## src/rtl/math_pkg.sv

```systemverilog
// Shared definitions for the math library: divider FSM states and
// the divide-by-zero quotient pattern.
package math_pkg;

    typedef enum logic [1:0] {
        S_IDLE,
        S_RUN,
        S_FIN
    } div_state_e;

    // All-ones pattern of width w (1..64), returned in a 64-bit container.
    function automatic logic [63:0] dbz_quotient(input int unsigned w);
        return (w >= 64) ? {64{1'b1}} : ((64'd1 << w) - 64'd1);
    endfunction

endpackage

```

## src/rtl/math_divide_step.sv

```systemverilog
// One combinational restoring-division iteration: shift the next dividend
// bit into the partial remainder and subtract the divisor if it fits.
module math_divide_step #(
    parameter int WIDTH = 32
) (
    input  logic [WIDTH-1:0] rem_i,
    input  logic             bit_i,
    input  logic [WIDTH-1:0] dvs_i,
    output logic [WIDTH-1:0] rem_o,
    output logic             qbit_o
);

    logic [WIDTH:0] shifted;

    // The compare is the sign test of the (WIDTH+1)-bit trial subtraction;
    // when it passes, the difference is below the divisor and fits WIDTH bits.
    always_comb begin
        shifted = {rem_i, bit_i};
        qbit_o  = (shifted >= {1'b0, dvs_i});
        rem_o   = qbit_o ? (shifted[WIDTH-1:0] - dvs_i) : shifted[WIDTH-1:0];
    end

endmodule

```

## src/rtl/math_divide_seq.sv

```systemverilog
// Sequential radix-2 restoring divider, one quotient bit per clock,
// with signed/unsigned mode and explicit divide-by-zero flag.
module math_divide_seq
    import math_pkg::*;
#(
    parameter int WIDTH     = 32,
    parameter bit SIGNED_EN = 1'b1
) (
    input  logic             CLK,
    input  logic             RST,
    input  logic             start,
    input  logic             is_signed,
    input  logic [WIDTH-1:0] dividend,
    input  logic [WIDTH-1:0] divisor,
    output logic             ready,
    output logic             done,
    output logic [WIDTH-1:0] quotient,
    output logic [WIDTH-1:0] remainder,
    output logic             div_by_zero
);

    localparam int          CW      = $clog2(WIDTH + 1);
    localparam logic [63:0] DBZ_Q64 = dbz_quotient(WIDTH);

    div_state_e       state_q, state_d;
    logic [CW-1:0]    cnt_q, cnt_d;
    logic [WIDTH-1:0] rem_q, rem_d;
    logic [WIDTH-1:0] quo_q, quo_d;
    logic [WIDTH-1:0] dvs_q, dvs_d;
    logic             sd_q, sd_d;
    logic             sq_q, sq_d;
    logic             zero_q, zero_d;
    logic [WIDTH-1:0] quotient_q, quotient_d;
    logic [WIDTH-1:0] remainder_q, remainder_d;
    logic             done_q, done_d;
    logic             div_by_zero_q, div_by_zero_d;

    logic [WIDTH-1:0] step_rem;
    logic             step_qbit;
    logic             neg_a, neg_b;

    // quo_q doubles as the dividend shift register: its MSB feeds the step
    // and the new quotient bit enters at the LSB.
    math_divide_step #(.WIDTH(WIDTH)) u_step (
        .rem_i  (rem_q),
        .bit_i  (quo_q[WIDTH-1]),
        .dvs_i  (dvs_q),
        .rem_o  (step_rem),
        .qbit_o (step_qbit)
    );

    always_comb begin
        state_d       = state_q;
        cnt_d         = cnt_q;
        rem_d         = rem_q;
        quo_d         = quo_q;
        dvs_d         = dvs_q;
        sd_d          = sd_q;
        sq_d          = sq_q;
        zero_d        = zero_q;
        quotient_d    = quotient_q;
        remainder_d   = remainder_q;
        div_by_zero_d = div_by_zero_q;
        done_d        = 1'b0;
        neg_a         = SIGNED_EN && is_signed && dividend[WIDTH-1];
        neg_b         = SIGNED_EN && is_signed && divisor[WIDTH-1];

        case (state_q)
            S_IDLE: begin
                if (start) begin
                    if (divisor == '0) begin
                        // Preload the final values; FIN's sign fix is a no-op.
                        rem_d   = dividend;
                        quo_d   = DBZ_Q64[WIDTH-1:0];
                        sd_d    = 1'b0;
                        sq_d    = 1'b0;
                        zero_d  = 1'b1;
                        state_d = S_FIN;
                    end else begin
                        rem_d   = '0;
                        quo_d   = neg_a ? -dividend : dividend;
                        dvs_d   = neg_b ? -divisor : divisor;
                        sd_d    = neg_a;
                        sq_d    = neg_a ^ neg_b;
                        zero_d  = 1'b0;
                        cnt_d   = CW'(WIDTH);
                        state_d = S_RUN;
                    end
                end
            end
            S_RUN: begin
                rem_d = step_rem;
                quo_d = {quo_q[WIDTH-2:0], step_qbit};
                cnt_d = cnt_q - CW'(1);
                if (cnt_q == CW'(1)) state_d = S_FIN;
            end
            S_FIN: begin
                quotient_d    = sq_q ? -quo_q : quo_q;
                remainder_d   = sd_q ? -rem_q : rem_q;
                div_by_zero_d = zero_q;
                done_d        = 1'b1;
                state_d       = S_IDLE;
            end
            default: state_d = S_IDLE;
        endcase
    end

    always_ff @(posedge CLK) begin
        if (RST) begin
            state_q       <= S_IDLE;
            cnt_q         <= '0;
            rem_q         <= '0;
            quo_q         <= '0;
            dvs_q         <= '0;
            sd_q          <= 1'b0;
            sq_q          <= 1'b0;
            zero_q        <= 1'b0;
            quotient_q    <= '0;
            remainder_q   <= '0;
            done_q        <= 1'b0;
            div_by_zero_q <= 1'b0;
        end else begin
            state_q       <= state_d;
            cnt_q         <= cnt_d;
            rem_q         <= rem_d;
            quo_q         <= quo_d;
            dvs_q         <= dvs_d;
            sd_q          <= sd_d;
            sq_q          <= sq_d;
            zero_q        <= zero_d;
            quotient_q    <= quotient_d;
            remainder_q   <= remainder_d;
            done_q        <= done_d;
            div_by_zero_q <= div_by_zero_d;
        end
    end

    assign ready       = (state_q == S_IDLE);
    assign done        = done_q;
    assign quotient    = quotient_q;
    assign remainder   = remainder_q;
    assign div_by_zero = div_by_zero_q;

endmodule

```

## config.mk

```make
export PLATFORM = sky130hd
export DESIGN_NAME = math_divide_seq
export DESIGN_NICKNAME = d
export VERILOG_FILES = /design/src/rtl/math_pkg.sv /design/src/rtl/math_divide_step.sv /design/src/rtl/math_divide_seq.sv
export SDC_FILE = /design/constraint.sdc
export NUM_CORES = 1
export LEC_CHECK = 0
export BUFFER_PORTS_ARGS = -buffer_cell sky130_fd_sc_hd__buf_4
export CAP_MARGIN = 20
export CORE_AREA = 2 2 161 163
export DETAILED_ROUTE_END_ITERATION = 12
export DIE_AREA = 0 0 163 165
export PLACE_DENSITY_LB_ADDON = 0.12
export RECOVER_POWER = 25
export SLEW_MARGIN = 15
export SYNTH_ARGS = -nofsm -noshare
export SYNTH_HDL_FRONTEND = slang
export SYNTH_SLANG_ARGS = --single-unit
```

## constraint.sdc

```tcl
create_clock -name CLK -period 4.41 [get_ports CLK]
set_input_delay 0.6615 -clock CLK [delete_from_list [all_inputs] [get_ports CLK]]
set_output_delay 0.6615 -clock CLK [all_outputs]
set_load 0.01 [all_outputs]
```

== After elaboration in Yosys (flattened, before gate mapping) ==
Index checks and enable logic that the tools add are counted.
Storage, ports and cells
  flip-flop bits (word level): 173
  bits of input ports: 68
  output and inout bits: 67
Operators by class
  add/sub/neg operators: 6
  $lt $le $gt $ge: 1
  equal/unequal tests: 6
  multiplexer cells: 22
  bitwise logic cells: 2
  reductions and logical operators: 10
Operators by type and width (count)
  two-way mux 32 bit: 9
  negation 32 bit: 4
  one-hot mux 32 bit (2 select lines): 2
  greater-or-equal comparator 33 x 32 -> 1 bit: 1
  zero test 32 bit: 1
  subtractor 32 bit: 1
  two-way mux 6 bit: 2
  one-hot mux 6 bit (2 select lines): 1
  equality test 6 x 1 -> 1 bit (second input constant): 1
  two-way mux 2 bit: 3
  inequality test 2 bit (second input constant): 3
  AND reduction 2 bit: 3
  AND reduction 3 bit: 2
  subtractor 6 x 1 -> 6 bit (second input constant): 1
  two-way mux 1 bit: 4
  one-hot mux 2 bit (2 select lines): 1
  equality test 2 x 1 -> 1 bit (second input constant): 1
  equality test 2 bit (second input constant): 1
  logical AND 1 bit: 2
  zero test 2 bit: 1
  nonzero test 2 bit: 1
  NOT 1 bit: 1
  bitwise XOR 1 bit: 1

== Logic depth before layout (Yosys ltp) ==
  depth after elaboration: 5
  gate-level depth with buffers: 14
  mapped depth without buffers: 13

== Hierarchy ==
From an unflattened synthesis, not the netlist that was laid out.
Unflattened totals
  cells, all modules: 1369
  area, all modules: 11338.4 um^2
Modules (own cells, without submodules)
  math_divide_seq: instances 1, cells an instance 1046, area each 9007.4 um^2, sequential area each 3463.3 um^2
  math_divide_step: instances 1, cells an instance 323, area each 2331.0 um^2, sequential area each 0.0 um^2

== Worst setup path before layout ==
No wires, ideal clock.
  path kind: register -> register
  start point: register quo_q[31]
  end point: register rem_q[20]
  library setup time: 0.115 ns
  arrival: 3.178 ns
  data required time: 4.295 ns
  slack: 1.118 ns
  stages on the path, launching flop included: 14
  buffers on the path: 0
  period minus slack after synthesis: 3.292 ns
  path through: dfxtp_1 inv_1 ha_1 inv_1 fa_1 a21o_1 a221oi_1 o211ai_1 or4_1 a31o_2 a21oi_1 xor2_1 a22o_1 a2111oi_0
Between the ends
  cells in the longest elaborated chain, start to end: 3
Ends and longest elaborated chain
  start: declaration: RTL line math_divide_seq.sv:28  | logic [WIDTH-1:0] quo_q, quo_d;
  start signal: assignment: RTL line math_divide_seq.sv:126  | quo_q <= quo_d;
  subtractor 32 bit / greater-or-equal comparator 33 x 32 -> 1 bit (equally long branches): RTL line math_divide_step.sv:20, math_divide_step.sv:19
  two-way mux 32 bit (*): RTL line math_divide_step.sv:20  | rem_o = qbit_o ? (shifted[WIDTH-1:0] - dvs_i) : shifted[WIDTH-1:0];
  one-hot mux 32 bit (2 select lines) (*): RTL line math_divide_seq.sv:68  | case (state_q)
  end signal: assignment: RTL line math_divide_seq.sv:125  | rem_q <= rem_d;
  end: declaration: RTL line math_divide_seq.sv:27  | logic [WIDTH-1:0] rem_q, rem_d;
Every way passes the cells marked *; elsewhere a longest branch is shown, timed or not.
A chain may end at the register's enable or synchronous reset.

== Worst setup path in the final report ==
Ends and elaborated chain as after synthesis.

==> reports/results.ini <==
[yosys]
yosysSeqAreaShare=0.312
synth_edf_count=0
asyncSetResetFlopFracSynth=0
postSynthCellCount=1436
ys_warn_count=0
synth_ff_type=sky130_fd_sc_hd__dfxtp_1
syn-mean-instance-area_um2=7.74
seq_cells_post_synth=173
synthDistinctLibCells=64
synth_fp_nets=1543
summed_instance_area_of_the_synthesized_netlist_mm2=0.0111

[worst_setup_path]
crit_path_max_fanout=4
crit_path_start_kind=flip-flop
critPathTopFamily=compound AO/OA/AOI/OAI gates
setup.reg_to_reg.worst_slack_ns=0.71
delay_of_the_slowest_cell_on_the_worst_path_ns=0.59
critPathRequiredTime_ns=4.72
worst_path_most_repeated_cell=sky130_fd_sc_hd__inv_1
critical_path.reg2reg.startpoint=quo_q[31]$_SDFFE_PP0P_
worst_path_max_delay_cell=sky130_fd_sc_hd__a221oi_1
worstPathBufferInverterCount=2
timing.rr.end=rem_q[20]$_SDFFE_PP0P_
crit_chain=inv_1, ha_1, inv_1, fa_1, a21o_1, a221oi_1, o211ai_1, or4_1, a31o_2, a21oi_1, xor2_1, a22o_1, a2111oi_0
timing_worst_setup_path_type=flip-flop to flip-flop
setup.worst_path.end_class=flip-flop
worstPathArrival_ns=4.01
r2r_cells=13

[floorplan]
floorplan.die.width_um=163
initial_utilization=0.444
ioPinCount=135
die_y_um=165
core_area_mm2=0.0250
floorplan.die_area_mm2=0.0269
fp_rows=58

[global_routing]
grt_pass1_wl_um=51300
antenna_found_initial=0
grt_remaining_overflow=0
grt_pass1_vias=9506
track_usage=0.239
maximum_number_of_pins_on_one_net_before_global_route_repair=87

[cells_and_area]
synthToLayoutAreaGrowth_pct=14.7
num-nets-final=1623
num_antenna_cells=0
post-route-util=0.509
final_layout_size_suffix_gt1_frac=0.107
final.fill_count=2567

[worst_hold_path]
min-delay-path-class=flip-flop to flip-flop
timing.hold.worst.start=quotient[31]$_SDFFE_PP0P_
timing.hold.worst_path_depth=2
min_to=quotient[31]$_SDFFE_PP0P_

[sta]
worst_pin_slew_ns=0.901
fin_tns_setup_ns=0
hold_viol=0
maxClockFrequency_mhz=271
timing_max_transition_violations_final=0
rsz0062_at_grt=false
final-setup-viol-count=0
worst_clock_skew_ns=0.0116
relSlewSlack=0.399
layout_worst_path_cycle_share=0.838
min_period_ns=3.70

[placement]
gp_weighted_congestion=0.902
dpl.hpwl_um=23600
buffer_ports.inserted=134

[clocking]
cts_tree=yes
cts.hold.buffers_added=0
cts.clk_slew.worst_paths_ns=0.07
worstSkewPairLatency_ns=0.44
clockBufferDepth=2
cts_setup_buffers=0
clock_tree.htree_level_count=4
library_cell_used_as_clock_root_buffer=sky130_fd_sc_hd__clkbuf_16
cts.repair.resized=0
tritoncts_num_sinks=173
numCtsBuffers=17

[route]
route.vias.total=10487
first_pass_iters=5
detail-route-antenna-nets=0
post-route-drc-count=0
routedWlPerCell_um=17.4
postRouteWirelength_um=32300
via_per_inst=5.64
drt_iter0_drc=803

[outcome]
run_status=finished, final reports clean

[job]
maxCapViolations=0

[pwr]
max-vdd-ir-drop_mv=0.269
powerDensity_mw_per_mm2=419
total_leakage_power_nw=4.81

worst max path at each step:
stage | startpoint | end | slack, ns | cells after the start
global route | quo_q[31]$_SDFFE_PP0P_ | rem_q[20]$_SDFFE_PP0P_ | 0.42 | 13
finish | quo_q[31]$_SDFFE_PP0P_ | rem_q[20]$_SDFFE_PP0P_ | 0.71 | 13
CTS | quo_q[31]$_SDFFE_PP0P_ | rem_q[20]$_SDFFE_PP0P_ | 0.69 | 13
detailed placement | quo_q[31]$_SDFFE_PP0P_ | rem_q[20]$_SDFFE_PP0P_ | 0.72 | 13
floorplan | quo_q[31]$_SDFFE_PP0P_ | rem_q[20]$_SDFFE_PP0P_ | 1.12 | 13
global placement | quo_q[31]$_SDFFE_PP0P_ | rem_q[20]$_SDFFE_PP0P_ | 0.83 | 13
kinds of logic after synthesis:
family                   Yosys count  share of synthesized area
AND/OR/NAND/NOR                  497                      0.206
flip-flops                       173                      0.312
adder cells (fa/ha/maj)           39                     0.0446
multiplexers                      24                     0.0235
buffers and inverters            145                     0.0497
XOR/XNOR                         144                      0.113
AO/OA/AOI/OAI                    414                      0.251
placed cells by master, fill, tap and decap left out, types with 33 or more instances in the layout:
cell type,n
sky130_fd_sc_hd__inv_1,51
sky130_fd_sc_hd__ha_1,38
sky130_fd_sc_hd__xnor2_1,57
sky130_fd_sc_hd__xor2_1,87
sky130_fd_sc_hd__a21oi_1,119
sky130_fd_sc_hd__a211oi_1,104
sky130_fd_sc_hd__a2111oi_0,33
sky130_fd_sc_hd__nor2_1,230
sky130_fd_sc_hd__clkbuf_1,60
sky130_fd_sc_hd__o21ai_0,49
sky130_fd_sc_hd__dfxtp_1,173
sky130_fd_sc_hd__buf_4,95
sky130_fd_sc_hd__nand2_1,101
tightest hold or removal path: stages, from the launching register on:
cell                      delay (ns)
sky130_fd_sc_hd__dfxtp_1        0.31
sky130_fd_sc_hd__nand2_1        0.05
sky130_fd_sc_hd__a21oi_1        0.05
cells in the mapped netlist (8+ instances only):
cell	count	area (µm²)
sky130_fd_sc_hd__a21oi_1	119	596
sky130_fd_sc_hd__nand2_1	101	379
sky130_fd_sc_hd__nor4_1	17	106
sky130_fd_sc_hd__buf_1	9	33.8
sky130_fd_sc_hd__xor2_1	87	762
sky130_fd_sc_hd__nor3_1	28	140
sky130_fd_sc_hd__or4_1	15	113
sky130_fd_sc_hd__or3_1	15	93.8
sky130_fd_sc_hd__and3_1	13	81.3
sky130_fd_sc_hd__clkbuf_1	78	293
sky130_fd_sc_hd__a21o_1	19	143
sky130_fd_sc_hd__a211oi_1	104	781
sky130_fd_sc_hd__a2111oi_0	33	289
sky130_fd_sc_hd__xnor2_1	57	499
sky130_fd_sc_hd__nand4_1	10	62.6
sky130_fd_sc_hd__nor2_1	232	871
sky130_fd_sc_hd__mux2_2	17	191
sky130_fd_sc_hd__inv_1	51	191
sky130_fd_sc_hd__o21ai_0	49	245
sky130_fd_sc_hd__dfxtp_1	173	3460
sky130_fd_sc_hd__nand3_1	17	85.1
sky130_fd_sc_hd__ha_1	38	475
sky130_fd_sc_hd__o31ai_1	21	158
sky130_fd_sc_hd__nand2b_1	12	75.1
sky130_fd_sc_hd__nor2b_1	8	50.1
sky130_fd_sc_hd__o41ai_1	13	114
final cells by class:
type                            instances  area, µm²  share of cell area
Clock buffer                           19        443              0.0347
Clock inverter                         13        158              0.0124
Inverter                               51        191              0.0150
Multi-Input combinational cell       1118       7130               0.559
Sequential cell                       173       3460               0.272
Tap cell                              330        413              0.0324
Timing Repair Buffer                  155        955              0.0749
flip-flops by register name, summed over array words and instances (netlist names):
name,cells
div_by_zero,1
sd_q,1
quotient,32
quo_q,32
sq_q,1
cnt_q,6
zero_q,1
state_q,2
rem_q,32
done,1
dvs_q,32
remainder,32
stage by stage:
| step | total power [mW] | hold WS (ns) | instances | worst slack [ns] | instance area [µm²] |
|---|---|---|---|---|---|
| finish | 5.34 | 0.453 | 1859 | 0.715 | 12700 |
| global route | 5.67 | 0.480 | 1859 | 0.421 | 12700 |
| CTS | 5.36 | 0.460 | 1859 | 0.691 | 13000 |
| detailed placement | 3.79 | 0.449 | 1827 | 0.724 | 12400 |
| global placement | 3.78 | 0.441 | 1827 | 0.831 | 12400 |
| floorplan | 3.28 | 0.432 | 1436 | 1.12 | 11100 |
metal layers:
metal | vias up | part of all wire | GRT usage
li1 | 5350 | - | -
met1 | 4830 | 0.49 | 0.334
met2 | 271 | 0.44 | 0.378
met3 | 36 | 0.049 | 0.0329
met4 | 0 | 0.023 | 0.0805
met5 | - | 0 | 0
where the power goes:
group          internal [mW]  switching (mW)  total [mW]
clock network          0.865           0.697        1.56
registers               1.68           0.170        1.85
logic                  0.851            1.08        1.93
total                   3.40            1.94        5.34
(Power assumes the default switching activity.)
